$ cat src/rtl/mcpu_gen2_if.sv
// mcpu_gen2 memory port: req/ack handshake with address and
// data held stable until ack. master = core, slave = memory.
interface mcpu_gen2_if #(
  parameter int ADDR_W  = 8,
  parameter int INSTR_W = 16
) ();
  logic               mem_req;
  logic               mem_we;
  logic [ADDR_W-1:0]  mem_addr;
  logic [INSTR_W-1:0] mem_wdata;
  logic               mem_ack;
  logic [INSTR_W-1:0] mem_rdata;

  modport master (
    output mem_req,
    output mem_we,
    output mem_addr,
    output mem_wdata,
    input  mem_ack,
    input  mem_rdata
  );

  modport slave (
    input  mem_req,
    input  mem_we,
    input  mem_addr,
    input  mem_wdata,
    output mem_ack,
    output mem_rdata
  );
endinterface

$ cat src/rtl/mcpu_gen2.sv
// mcpu_gen2: parametrised multi-cycle core with external req/ack memory.
// Branches (JMP/BEQZ) exist only when MCPU_GEN2_BRANCH_EN is defined.
module mcpu_gen2 #(
  parameter int DATA_W = 8,
  parameter int REG_AW = 4,
  parameter int ADDR_W = 8
) (
  input  logic              clk,
  input  logic              reset,
  mcpu_gen2_if.master       mem,
  output logic              halted,
  output logic [ADDR_W-1:0] pc,
  input  logic [REG_AW-1:0] dbg_raddr,
  output logic [DATA_W-1:0] dbg_rdata
);
  localparam int INSTR_W = 4 + REG_AW + ADDR_W;
  localparam int NREG    = 2 ** REG_AW;

  localparam logic [3:0] OP_LI    = 4'd0;
  localparam logic [3:0] OP_MOV   = 4'd1;
  localparam logic [3:0] OP_ADD   = 4'd2;
  localparam logic [3:0] OP_SUB   = 4'd3;
  localparam logic [3:0] OP_XOR   = 4'd4;
  localparam logic [3:0] OP_OR    = 4'd5;
  localparam logic [3:0] OP_AND   = 4'd6;
  localparam logic [3:0] OP_STORE = 4'd7;
  localparam logic [3:0] OP_LOAD  = 4'd8;
  localparam logic [3:0] OP_HALT  = 4'd15;
`ifdef MCPU_GEN2_BRANCH_EN
  localparam logic [3:0] OP_JMP   = 4'd9;
  localparam logic [3:0] OP_BEQZ  = 4'd10;
`endif

  typedef enum logic [1:0] {
    S_FETCH,
    S_EXEC,
    S_MEM,
    S_HALT
  } state_t;

  state_t state;
  state_t state_nx;

  logic [INSTR_W-1:0] ir;
  logic [DATA_W-1:0]  rf [NREG];

  logic [3:0]        op;
  logic [REG_AW-1:0] rd;
  logic [REG_AW-1:0] rs;
  logic [REG_AW-1:0] rt;
  logic [ADDR_W-1:0] f;
  logic [DATA_W-1:0] imm;
  logic [DATA_W-1:0] rd_v;
  logic [DATA_W-1:0] a;
  logic [DATA_W-1:0] b;

  logic              wr_en;
  logic [DATA_W-1:0] wr_val;
  logic              fetch_done;

  assign op  = ir[INSTR_W-1 -: 4];
  assign rd  = ir[INSTR_W-5 -: REG_AW];
  assign f   = ir[ADDR_W-1:0];
  assign rs  = f[ADDR_W-1 -: REG_AW];
  assign rt  = f[ADDR_W-1-REG_AW -: REG_AW];
  assign imm = DATA_W'(f);

  assign rd_v = rf[rd];
  assign a    = rf[rs];
  assign b    = rf[rt];

  assign dbg_rdata = rf[dbg_raddr];
  assign halted    = (state == S_HALT);

  assign fetch_done = (state == S_FETCH) && mem.mem_ack;

  always_ff @(posedge clk) begin
    if (!reset) begin
      state <= S_FETCH;
    end else begin
      state <= state_nx;
    end
  end

  always_comb begin
    state_nx = state;
    unique case (state)
      S_FETCH: begin
        if (mem.mem_ack) state_nx = S_EXEC;
      end
      S_EXEC: begin
        case (op)
          OP_STORE, OP_LOAD: state_nx = S_MEM;
          OP_HALT:           state_nx = S_HALT;
          default:           state_nx = S_FETCH;
        endcase
      end
      S_MEM: begin
        if (mem.mem_ack) state_nx = S_FETCH;
      end
      S_HALT: begin
        state_nx = S_HALT;
      end
    endcase
  end

  // Bus outputs are pure functions of state, so they hold until ack.
  always_comb begin
    mem.mem_req   = 1'b0;
    mem.mem_we    = 1'b0;
    mem.mem_addr  = '0;
    mem.mem_wdata = '0;
    if (reset) begin
      unique case (state)
        S_FETCH: begin
          mem.mem_req  = 1'b1;
          mem.mem_addr = pc;
        end
        S_MEM: begin
          mem.mem_req  = 1'b1;
          mem.mem_addr = f;
          if (op == OP_STORE) begin
            mem.mem_we    = 1'b1;
            mem.mem_wdata = INSTR_W'(rd_v);
          end
        end
        S_EXEC, S_HALT: begin
          mem.mem_req = 1'b0;
        end
      endcase
    end
  end

  always_comb begin
    wr_en  = 1'b0;
    wr_val = '0;
    if (state == S_EXEC) begin
      wr_en = 1'b1;
      case (op)
        OP_LI:   wr_val = imm;
        OP_MOV:  wr_val = a;
        OP_ADD:  wr_val = a + b;
        OP_SUB:  wr_val = a - b;
        OP_XOR:  wr_val = a ^ b;
        OP_OR:   wr_val = a | b;
        OP_AND:  wr_val = a & b;
        default: wr_en  = 1'b0;
      endcase
    end else if (state == S_MEM && mem.mem_ack && op == OP_LOAD) begin
      wr_en  = 1'b1;
      wr_val = DATA_W'(mem.mem_rdata);
    end
  end

  always_ff @(posedge clk) begin
    if (!reset) begin
      for (int i = 0; i < NREG; i++) rf[i] <= '0;
    end else if (wr_en) begin
      rf[rd] <= wr_val;
    end
  end

  always_ff @(posedge clk) begin
    if (!reset) begin
      ir <= '0;
    end else if (fetch_done) begin
      ir <= mem.mem_rdata;
    end
  end

`ifdef MCPU_GEN2_BRANCH_EN
  logic take;

  assign take = (state == S_EXEC) &&
                ((op == OP_JMP) ||
                 ((op == OP_BEQZ) && (rd_v == '0)));

  always_ff @(posedge clk) begin
    if (!reset) begin
      pc <= '0;
    end else if (fetch_done) begin
      pc <= pc + ADDR_W'(1);
    end else if (take) begin
      pc <= f;
    end
  end
`else
  always_ff @(posedge clk) begin
    if (!reset) begin
      pc <= '0;
    end else if (fetch_done) begin
      pc <= pc + ADDR_W'(1);
    end
  end
`endif
endmodule

$ cat src/flat_wrapper.sv
// flat-port wrapper written by rule: the top's interface ports become plain ports
module mcpu_gen2_flat 
#(
  parameter int DATA_W = 8,
  parameter int REG_AW = 4,
  parameter int ADDR_W = 8
)
  (clk, reset, halted, pc, dbg_raddr, dbg_rdata, mem_mem_req, mem_mem_we, mem_mem_addr, mem_mem_wdata, mem_mem_ack, mem_mem_rdata);
  mcpu_gen2_if #(.ADDR_W(ADDR_W), .INSTR_W(16)) mem_i ();
  input  logic clk;
  input  logic reset;
  output logic halted;
  output logic [ADDR_W-1:0] pc;
  input  logic [REG_AW-1:0] dbg_raddr;
  output logic [DATA_W-1:0] dbg_rdata;
  output wire logic [$bits(mem_i.mem_req)-1:0] mem_mem_req;
  output wire logic [$bits(mem_i.mem_we)-1:0] mem_mem_we;
  output wire logic [$bits(mem_i.mem_addr)-1:0] mem_mem_addr;
  output wire logic [$bits(mem_i.mem_wdata)-1:0] mem_mem_wdata;
  input wire logic [$bits(mem_i.mem_ack)-1:0] mem_mem_ack;
  input wire logic [$bits(mem_i.mem_rdata)-1:0] mem_mem_rdata;
  assign mem_mem_req = mem_i.mem_req;
  assign mem_mem_we = mem_i.mem_we;
  assign mem_mem_addr = mem_i.mem_addr;
  assign mem_mem_wdata = mem_i.mem_wdata;
  assign mem_i.mem_ack = mem_mem_ack;
  assign mem_i.mem_rdata = mem_mem_rdata;
  mcpu_gen2 #(.DATA_W(DATA_W), .REG_AW(REG_AW), .ADDR_W(ADDR_W)) u_core (.clk(clk), .reset(reset), .mem(mem_i), .halted(halted), .pc(pc), .dbg_raddr(dbg_raddr), .dbg_rdata(dbg_rdata));
endmodule
$ cat config.mk
export PLATFORM = sky130hd
export DESIGN_NAME = mcpu_gen2_flat
export DESIGN_NICKNAME = d
export VERILOG_FILES = /design/src/rtl/mcpu_gen2_if.sv /design/src/rtl/mcpu_gen2.sv /design/src/flat_wrapper.sv
export SDC_FILE = /design/constraint.sdc
export NUM_CORES = 1
export LEC_CHECK = 0
export BUFFER_PORTS_ARGS = -buffer_cell sky130_fd_sc_hd__buf_4
export CORE_UTILIZATION = 31
export DETAILED_ROUTE_END_ITERATION = 6
export GPL_ROUTABILITY_DRIVEN = 0
export PLACE_DENSITY = 0.51
export SYNTH_ARGS = -nofsm -noshare
export SYNTH_HDL_FRONTEND = slang
export SYNTH_SLANG_ARGS = --single-unit
$ cat constraint.sdc
create_clock -name clk -period 7.2 [get_ports clk]
set_clock_uncertainty 0.2 [all_clocks]
set_input_delay 1.08 -clock clk [delete_from_list [all_inputs] [get_ports clk]]
set_output_delay 1.08 -clock clk [all_outputs]
set_load 0.03 [all_outputs]
==> results of run 1 <==
[area by class of cell]
cell class              instances  area, um^2
inverters                      25       93.84
clock inverters                13       122.6
fillers                      3555       23000
multi-input cells             615        6156
repair buffers                 77       578.1
clock buffers                  18       429.2
well taps                     461       576.8
flip-flops and latches        166        4608
[per-layer routing]
metal	share of wire, %	global-route usage, %	wire [um]	vias to the layer above
li1	-	-	-	3407
met2	47	34.44	18370	495
met3	9.6	5.928	3723	90
met5	0	0	0	-
met4	4.3	9.721	1680	0
met1	39	28.25	15200	4238
[worst min path at each step]
stage / from / slack, ns / cells past startpoint / endpoint
2_1_floorplan: u_core.ir[4] / 0.28 / 2 / flip-flop
3_3_place_gp: u_core.ir[6] / 0.31 / 2 / u_core.ir[6]
3_5_place_dp: u_core.ir[3] / 0.32 / 2 / u_core.ir[3]
4_1_cts: u_core.ir[6] / 0.33 / 2 / u_core.ir[6]
5_1_grt: u_core.ir[3] / 0.36 / 2 / u_core.ir[3]
6_report: u_core.ir[3] / 0.33 / 2 / u_core.ir[3]
[per-stage QoR]
step | utilization [%] | cell area, um^2 | setup WS (ns)
6_report | 35.32 | 12560 | 2.119
5_1_grt | 35.32 | 12560 | 1.731
4_1_cts | 35.32 | 12560 | 2.176
3_5_place_dp | 33.77 | 12010 | 2.183
3_3_place_gp | 33.77 | 12010 | 2.248
2_1_floorplan | - | 11260 | 2.946
[critical path, delay by kind of cell (launching register included)]
family	cells	cell delay, ns
buf+inv	2	0.49
flops	1	0.94
simple gates	3	0.39
mux	2	0.91
compound gates	5	1.38
fa+ha+maj	2	0.44
[kinds of logic (layout without fill, tap and decap cells)]
| kind of cell | Yosys count | count (layout) | synth area share [%] |
|---|---|---|---|
| AO/OA/AOI/OAI | 91 | 91 | 6.272 |
| XOR/XNOR | 14 | 14 | 1.092 |
| adder cells (fa/ha/maj) | 26 | 26 | 2.963 |
| buffers and inverters | 103 | 133 | 4.478 |
| flip-flops | 166 | 166 | 40.99 |
| multiplexers | 168 | 168 | 32.15 |
| other | 1 | 8 | 0.03339 |
| AND/OR/NAND/NOR | 308 | 308 | 12.02 |
[state kept, by name (all words and copies together) (netlist names), named ones only]
name,flops
u_core.pc,8
u_core.state,2
u_core.rf,128
u_core.ir,16
[placed cells by master, fill, tap and decap left out, types with 2 or more instances in the layout]
cell / netlist / final
nand3_1: 10 / 10
o21a_1: 4 / 4
nor4_1: 2 / 2
nor3b_1: 4 / 3
inv_1: 23 / 23
dfxtp_2: 0 / 3
clkinvlp_4: 0 / 3
inv_6: 0 / 5
o21ai_0: 13 / 13
buf_4: 11 / 77
nand4_1: 3 / 3
a22oi_1: 14 / 14
conb_1: 1 / 8
dfxtp_1: 38 / 35
nand2b_1: 4 / 4
xnor2_1: 13 / 13
nor2_1: 140 / 140
a31oi_1: 2 / 2
and2_1: 10 / 10
nor3_1: 7 / 7
clkinv_4: 0 / 2
nor2b_1: 15 / 15
mux2i_1: 15 / 15
a22oi_2: 6 / 6
edfxtp_1: 128 / 128
nor2_2: 9 / 9
mux4_2: 145 / 145
clkbuf_16: 0 / 17
nand2_1: 93 / 93
ha_1: 25 / 25
nor3b_2: 1 / 2
o31ai_1: 2 / 2
inv_2: 2 / 2
o311ai_0: 2 / 2
a21oi_1: 11 / 11
a21boi_0: 21 / 21
and3_1: 4 / 4
o22ai_1: 2 / 2
mux4_1: 7 / 7
[power by group]
part	switching (mW)	total (mW)	leakage [nW]	internal [mW]
Combinational	0.307	0.555	2.29	0.248
Sequential	0.0598	1.13	1.63	1.07
Clock	0.415	0.893	0.262	0.478
Total	0.782	2.58	4.18	1.79
==> flow_metrics.tcl, run 1 <==
set metrics [dict create \
    slowest_delay_ns 0.94 \
    core_area_mm2 0.03557 \
    portBuffers 57 \
    drv_slew 0 \
    wirelength_mm 38.97 \
    antenna_found_initial 0 \
    maxCapViolCount 0 \
    yosysTopAreaCell "edfxtp_1" \
    slowest_stage "dfxtp_1" \
    status "finished, final reports clean" \
    seq_area_frac_synth_pct 40.99 \
    cts.sinks 166 \
    synth_cells 877 \
    syn_area_mm2 0.01123 \
    area_delta_synth_final_pct 11.86 \
    cp_max_fo 16 \
    arrival_ns 5.04 \
    gr-usage-all-layers_pct 21.92 \
    ys_types 62 \
    diodes 0 \
    reg2reg_to "u_core.rf[9][6]" \
    clkTransAtPathRegs_ns 0.07 \
    postSynthAreaPerCell_um2 12.81 \
    rows 69 \
    min_period_over_period_pct 70.57 \
    cts_hold_buf 0 \
    rsz0062_at_grt "false" \
    antenna_left 0 \
    hpwl_mm 26.27 \
    initial_core_util_pct 31.58 \
    die_area_mm2 0.03700 \
    dr.pass1.iters 5 \
    fin_tns_setup_ns 0 \
    clkLatencyLatePin_ns 0.45 \
    synth-seq-cells 166 \
    synth_area_leaders "edfxtp_1 34%, mux4_2 29%, dfxtp_1 6.8%, nor2_1 4.7%, nand2_1 3.1%" \
    cts_made_buffers 17 \
    die_width_um 192.3 \
    ir_drop_v 0.0001124 \
    drtIter0Drc 890 \
    synth.most_common_cell "mux4_2" \
    synth_top_cells_by_count "145 x mux4_2, 140 x nor2_1, 128 x edfxtp_1" \
    reg2reg_slack_ns 2.12 \
    vias 8230 \
    max-clock-path-buffers 2 \
    cts_tree "yes" \
    htreeDepth 4 \
    wl_per_cell_um 28.34 \
    timing.final.hold_violations 0 \
    dp.cells 1344 \
    p_leak_nw 4.182 \
    drc 0 \
    timing.hold.ws_ns 0.3270 \
    hold_class "reg -> reg" \
    critPathRequiredTime_ns 7.16 \
    min_period_ns 5.081 \
    cp-endpoint "u_core.rf[9][6]" \
    yosysWarnings 0 \
    setup_viol 0 \
    ctsResizeCount 0 \
    vias_per_cell 5.985 \
    ios 66 \
    startpoint_type "flip-flop" \
    total_power_mw 2.576 \
    crit_chain "buf_4, mux4_2, mux4_2, inv_1, ha_1, fa_1, nor2b_1, o21ai_0, a21boi_0, o21ai_0, nor3b_1, o31ai_1, a22oi_2, nor2_1" \
    power.density_mw_per_mm2 205.0 \
    cp-end-kind "flip-flop" \
    layout-drive-gt1-share_pct 30.63 \
    path_class "reg -> reg" \
    post_cts.repair.setup_buffers 0 \
    grt_pass1_vias 8015 \
    layoutNonFillerInstCount 1375 \
    fmax_mhz 196.8 \
    gr-total-overflow 0 \
    async_flop_share_pct 0 \
    grt_max_degree 45 \
    synth_edf_count 128 \
    maxSlewHeadroom_pct 29.07 \
    die-height_um 192.3 \
    layout.nets 951 \
    clockRootBuffer "clkbuf_16" \
    worstMarginPinSlew_ns 1.063 \
    synth_flop_cell "edfxtp_1" \
    synth_top_area_share_pct 34.22 \
    worst_r2r_path_depth 14 \
    grt_pass1_wl_mm 57.04 \
]
Power figures use the tool's default switching activity.
==> run 2, diff against run 1 <==
Settings changed: ABC_AREA set to 1, PLACE_DENSITY 0.51 to 0.53.
Clock period 7.2 ns to 4.1 ns, I/O delays scaled along.
==> run 2 against run 1 <==
  * The run now ends with DRC left
  * Via count is 49% higher
  * Sequential power is 77% higher
  * Worst setup slack worse by 2.0 ns
  * Critical path type unchanged
  * Largest power group unchanged
==> flow_metrics.tcl, run 2 <==
set metrics [dict create \
    largestRegisters "u_core.rf (128), u_core.ir (16), u_core.pc (8)" \
    grt_pass1_vias 10740 \
    timing.hold.ws_ns 0.1843 \
    wirelength_mm 46.19 \
    cts.sinks 166 \
    min_period_over_period_pct 96.63 \
    seq_area_frac_synth_pct 38.43 \
    startpoint_type "flip-flop" \
    synth_top_cells_by_count "290 x nand2_1, 222 x o21ai_0, 206 x a21oi_1" \
    antenna_left 0 \
    maxSlewHeadroom_pct 32.30 \
    min_period_ns 3.962 \
    die_width_um 198.6 \
    synth_cells 1684 \
    multi_input_area_mm2 0.006181 \
    cp_max_fo 13 \
    htreeDepth 4 \
    clkLatencyLatePin_ns 0.45 \
    synth_top_area_share_pct 32.08 \
    diodes 0 \
    hold_class "in -> reg" \
    top_register "u_core.rf" \
    setup_viol 0 \
    layout_common_cells "287 x nand2_1, 220 x o21ai_0, 205 x a21oi_1" \
    dr.pass1.iters 7 \
    portBuffers 57 \
    core_area_mm2 0.03784 \
    arrival_ns 3.94 \
    crit_chain "buf_6, nor2_1, nor2_1, nand2_1, nand3_1, nand3_1, nand2_4, inv_2, ha_1, or2_2, o21ai_2, inv_1, fa_2, nor2_4, o21ai_2, nand2_1, a21oi_2, xor2_1, o221ai_1, a22oi_2, buf_6, clkbuf_16, nor2_1" \
    clkTransAtPathRegs_ns 0.07 \
    grt_pass1_wl_mm 68.16 \
    clockRootBuffer "clkbuf_16" \
    p_leak_nw 5.445 \
    max-clock-path-buffers 2 \
    violations "DRC" \
    yosysWarnings 0 \
    vias 12290 \
    worst_r2r_path_depth 23 \
    reg2reg_to "u_core.rf[5][6]" \
    slowest_delay_ns 0.43 \
    drc 4 \
    ys_types 44 \
    fmax_mhz 252.4 \
    reg2reg_slack_ns 0.14 \
    die_area_mm2 0.03944 \
    synth_flop_cell "edfxtp_1" \
    grt_max_degree 94 \
    cp-end-kind "flip-flop" \
    gr-total-overflow 0 \
    fill_cells 4056 \
    gr-usage-all-layers_pct 23.32 \
    drtIter0Drc 1608 \
    hold_start "mem_mem_ack" \
    maxCapViolCount 0 \
    worstMarginPinSlew_ns 1.013 \
    wl_per_cell_um 20.60 \
    holdPathStages 2 \
    vias_per_cell 5.480 \
    cts_made_buffers 17 \
    antenna_found_initial 1 \
    synth_area_leaders "edfxtp_1 32%, o21ai_0 9.3%, nand2_1 9.1%, a21oi_1 8.6%, dfxtp_1 6.3%" \
    area_delta_synth_final_pct 15.75 \
    timing.final.hold_violations 0 \
    place_area_mm2 0.01312 \
    stdcell_area_mm2 0.01387 \
    async_flop_share_pct 0 \
    die-height_um 198.6 \
    largest_register_ffs 128 \
    initial_core_util_pct 31.66 \
    ff_latch_area_mm2 0.004614 \
    hpwl_mm 35.44 \
    drv_slew 0 \
    layout.nets 1767 \
    path_class "reg -> reg" \
    synth-seq-cells 166 \
    final_common_cell "nand2_1" \
    crit_top_cell "nor2_1" \
    min_to "u_core.state[1]" \
    status "finished with violations" \
    ios 66 \
    syn_area_mm2 0.01198 \
    slowest_stage "fa_2" \
    layout-drive-gt1-share_pct 12.36 \
    rows 71 \
    postSynthAreaPerCell_um2 7.114 \
    critPathRequiredTime_ns 4.08 \
    yosysTopAreaCell "edfxtp_1" \
    cts_tree "yes" \
    total_power_mw 5.243 \
    power.density_mw_per_mm2 378.1 \
    synth.most_common_cell "nand2_1" \
    synth_edf_count 128 \
    ir_drop_v 0.0002971 \
]
run 2: changes by cell type after synthesis, sizes merged, moves of 125 or more:
cell / change
o21ai: +209
mux4: -152
a21oi: +205
nand3: +125
nand2: +203
inv: +150
run 2: worst max-delay path by stage:
stage	from	endpoint	slack [ns]
floorplan	flip-flop	u_core.rf[6][6]	0.28
global placement	flip-flop	u_core.rf[12][6]	0.11
detailed placement	flip-flop	u_core.rf[11][6]	0.10
CTS	flip-flop	u_core.rf[12][6]	0.05
global route	flip-flop	u_core.rf[5][6]	-0.05
finish	flip-flop	u_core.rf[5][6]	0.14
run 2: repair_timing:
item,4_1_cts,5_1_grt
buffers inserted,0,1
setup endpoints to repair,0,65
hold endpoints to repair,0,0
gates resized for setup,0,27
hold buffers,0,0
run 2: cell families after synthesis:
| kind of cell | count (synthesis) | share of synthesized area [%] |
|---|---|---|
| AND/OR/NAND/NOR | 650 | 22.44 |
| AO/OA/AOI/OAI | 533 | 25.01 |
| buffers and inverters | 300 | 10.72 |
| flip-flops | 166 | 38.43 |
| adder cells (fa/ha/maj) | 26 | 2.778 |
| XOR/XNOR | 8 | 0.5849 |
| other | 1 | 0.03130 |
run 2: worst max-delay path: cells and delay by family, from the launching register on:
family	cells	cell delay, ns
and+or+nand+nor	10	1.12
adders and majority gates	2	0.70
buffers and inverters	5	0.60
AOI/OAI and AO/OA	5	0.54
DFF	1	0.41
xor gates and xnor gates	1	0.12
run 2: final cells by class:
type / count / area share, %
clock buffer: 20 / 3.528
multi-input combinational: 1225 / 44.57
inverter: 177 / 4.827
sequential: 166 / 33.28
tap: 511 / 4.611
timing repair buffer: 131 / 8.382
clock inverter: 12 / 0.8030
run 2: through the flow:
stage / setup WS (ns) / instances / TNS [ns] / utilization, %
2_1_floorplan: 0.2826 / 1691 / 0 / -
3_3_place_gp: 0.1060 / 2207 / 0 / 34.67
3_5_place_dp: 0.1039 / 2207 / 0 / 34.67
4_1_cts: 0.05325 / 2239 / 0 / 36.26
5_1_grt: -0.04536 / 2242 / -0.5569 / 36.64
6_report: 0.1382 / 2242 / 0 / 36.64
run 2: report_power, final:
group	total [mW]	switching [mW]	internal [mW]
clock network	1.65	0.719	0.933
registers	2.00	0.119	1.88
logic	1.59	1.03	0.556
run 2: per-layer routing:
metal,track usage (%),wire [um]
met1,36.01,21900
met2,33.62,19150
met3,2.475,4141
met4,6.866,1000
met5,0,0
==> run 3, diff against run 2 <==
Settings changed: PLACE_DENSITY 0.53 to 0.51, RECOVER_POWER set to 25, SKIP_CTS_REPAIR_TIMING set to 1.
Clock period 4.1 ns to 4.7 ns, I/O delays scaled along.
==> run 3 against run 2 <==
  * The run now ends clean
  * Critical endpoint is now u_core.rf[8][6]
  * Largest cell class unchanged
  * Clock-buffer cell count unchanged
  * Highest routed layer unchanged
  * Combinational power down 19%
  * Core utilization down 1.6 points
  * Via count down 0.80%
  * Design area down 4.5%
  * Non-clock buffer count down 36
  * Die area unchanged
  * Maximum frequency down 7.8%
  * Clock power down 16%
  * Sequential share of layout area up 1.5 points
==> flow_metrics.tcl, run 3 (synthesis results as in run 2) <==
set metrics [dict create \
    drv_slew 0 \
    cp-end-kind "flip-flop" \
    clkLatencyLatePin_ns 0.44 \
    core_area_mm2 0.03784 \
    gr-total-overflow 0 \
    hpwl_mm 35.98 \
    die_area_mm2 0.03944 \
    initial_core_util_pct 31.66 \
    vias 12190 \
    cts_made_buffers 17 \
    reg2reg_to "u_core.rf[8][6]" \
    fin_tns_setup_ns 0 \
    crit_chain "inv_2, buf_4, nand2_1, nand3_1, nand3_1, nand3_1, nand2_1, inv_1, ha_1, or2_2, o21ai_0, inv_1, fa_1, nor2_1, o21ai_0, nand2_1, a21oi_1, xor2_1, o221ai_1, a22oi_2, buf_4, nor2_1" \
    maxSlewHeadroom_pct 5.387 \
    arrival_ns 4.27 \
    rows 71 \
    cts_tree "yes" \
    grt_pass1_wl_mm 69.84 \
    die_width_um 198.6 \
    status "finished, final reports clean" \
    layout_common_cells "290 x nand2_1, 222 x o21ai_0, 206 x a21oi_1" \
    area_delta_synth_final_pct 10.56 \
    top_register "u_core.rf" \
    fill_cells 4086 \
    final_common_cell "nand2_1" \
    clockRootBuffer "clkbuf_16" \
    cp_max_fo 21 \
    htreeDepth 4 \
    drc 0 \
    timing.final.hold_violations 0 \
    power.density_mw_per_mm2 332.9 \
    min_to "u_core.state[1]" \
    slowest_delay_ns 0.48 \
    p_leak_nw 5.084 \
    wl_per_cell_um 21.47 \
    ir_drop_v 0.0002063 \
    largestRegisters "u_core.rf (128), u_core.ir (16), u_core.pc (8)" \
    antenna_found_initial 0 \
    path_class "reg -> reg" \
    maxCapViolCount 0 \
    min_period_ns 4.298 \
    hold_start "mem_mem_ack" \
    reg2reg_slack_ns 0.40 \
    cts.sinks 166 \
    setup_ws_ns 0.4022 \
    wirelength_mm 47.35 \
    fmax_mhz 232.7 \
    layout.nets 1731 \
    diodes 0 \
    place_ws_ns 0.4812 \
    grt_pass1_vias 10810 \
    portBuffers 57 \
    slowest_stage "dfxtp_4" \
    clkTransAtPathRegs_ns 0.07 \
    hold_class "in -> reg" \
    largest_register_ffs 128 \
    min_period_over_period_pct 91.44 \
    vias_per_cell 5.525 \
    worst_r2r_path_depth 22 \
    worstMarginPinSlew_ns 1.419 \
    gr-usage-all-layers_pct 24.17 \
    ios 66 \
    antenna_left 0 \
    layout-drive-gt1-share_pct 7.965 \
    holdPathStages 2 \
    startpoint_type "flip-flop" \
    grt_max_degree 89 \
    drtIter0Drc 1304 \
    cp_top_family "simple AND/OR/NAND/NOR gates" \
    rsz0062_at_grt "false" \
    path_buf_inv 5 \
    critPathRequiredTime_ns 4.68 \
    timing.hold.ws_ns 0.2843 \
    dr.pass1.iters 5 \
    setup_viol 0 \
    die-height_um 198.6 \
    max-clock-path-buffers 2 \
]
==> run 3: cell count changes in the layout (fill, tap and decap cells not counted), moves of 3 or more <==
| cell | before | now |
|---|---|---|
| buf_12 | 10 | 2 |
| buf_4 | 114 | 66 |
| buf_6 | 5 | 0 |
| clkbuf_1 | 0 | 28 |
| clkbuf_16 | 21 | 18 |
| nand2_1 | 287 | 290 |
| nand3_1 | 132 | 135 |
| nand3_2 | 3 | 0 |
==> run 3: how the worst max path moves through the flow <==
stage / end / slack [ns] / cells past startpoint
2_1_floorplan: u_core.rf[6][6] / 0.88 / 23
3_3_place_gp: u_core.rf[12][6] / 0.55 / 22
3_5_place_dp: u_core.rf[14][6] / 0.48 / 22
4_1_cts: u_core.rf[11][6] / 0.47 / 22
5_1_grt: u_core.rf[11][6] / 0.12 / 21
6_report: u_core.rf[8][6] / 0.40 / 22
==> run 3: worst reg2reg max path, delay by kind of cell (launching register included) <==
family | cells | cell delay, ns
simple gates | 9 | 1.05
buf+inv | 5 | 0.86
fa+ha+maj | 2 | 0.71
compound gates | 5 | 0.59
flops | 1 | 0.48
xor+xnor | 1 | 0.13
==> run 3: per-stage QoR <==
step | total power [mW] | utilization, % | std cells | instance area (um^2)
5_1_grt | 4.627 | 35.00 | 2206 | 13250
6_report | 4.410 | 35.00 | 2206 | 13250
3_5_place_dp | 3.023 | 33.76 | 2174 | 12770
2_1_floorplan | 2.632 | - | 1691 | 12010
3_3_place_gp | 3.014 | 33.76 | 2174 | 12770
4_1_cts | 4.402 | 35.28 | 2206 | 13350
==> run 3: power by group <==
| group | internal, mW | switching, mW |
|---|---|---|
| Clock | 0.772 | 0.622 |
| Sequential | 1.64 | 0.0958 |
| Combinational | 0.397 | 0.881 |
==> run 3: area by class of cell <==
cell class	count	area, um^2	area share [%]
multi-input combinational	1225	6116	46.17
clock inverter	12	117.6	0.8880
inverter	177	664.4	5.016
timing repair buffer	95	638.1	4.818
tap	511	639.4	4.827
clock buffer	20	457.9	3.457
sequential	166	4612	34.82
==> run 3: routing by layer <==
metal | part of all wire (%) | track usage (%)
met1 | 46 | 35.77
met2 | 42 | 35.73
met3 | 9.7 | 3.662
met4 | 2.4 | 7.521
met5 | 0 | 0
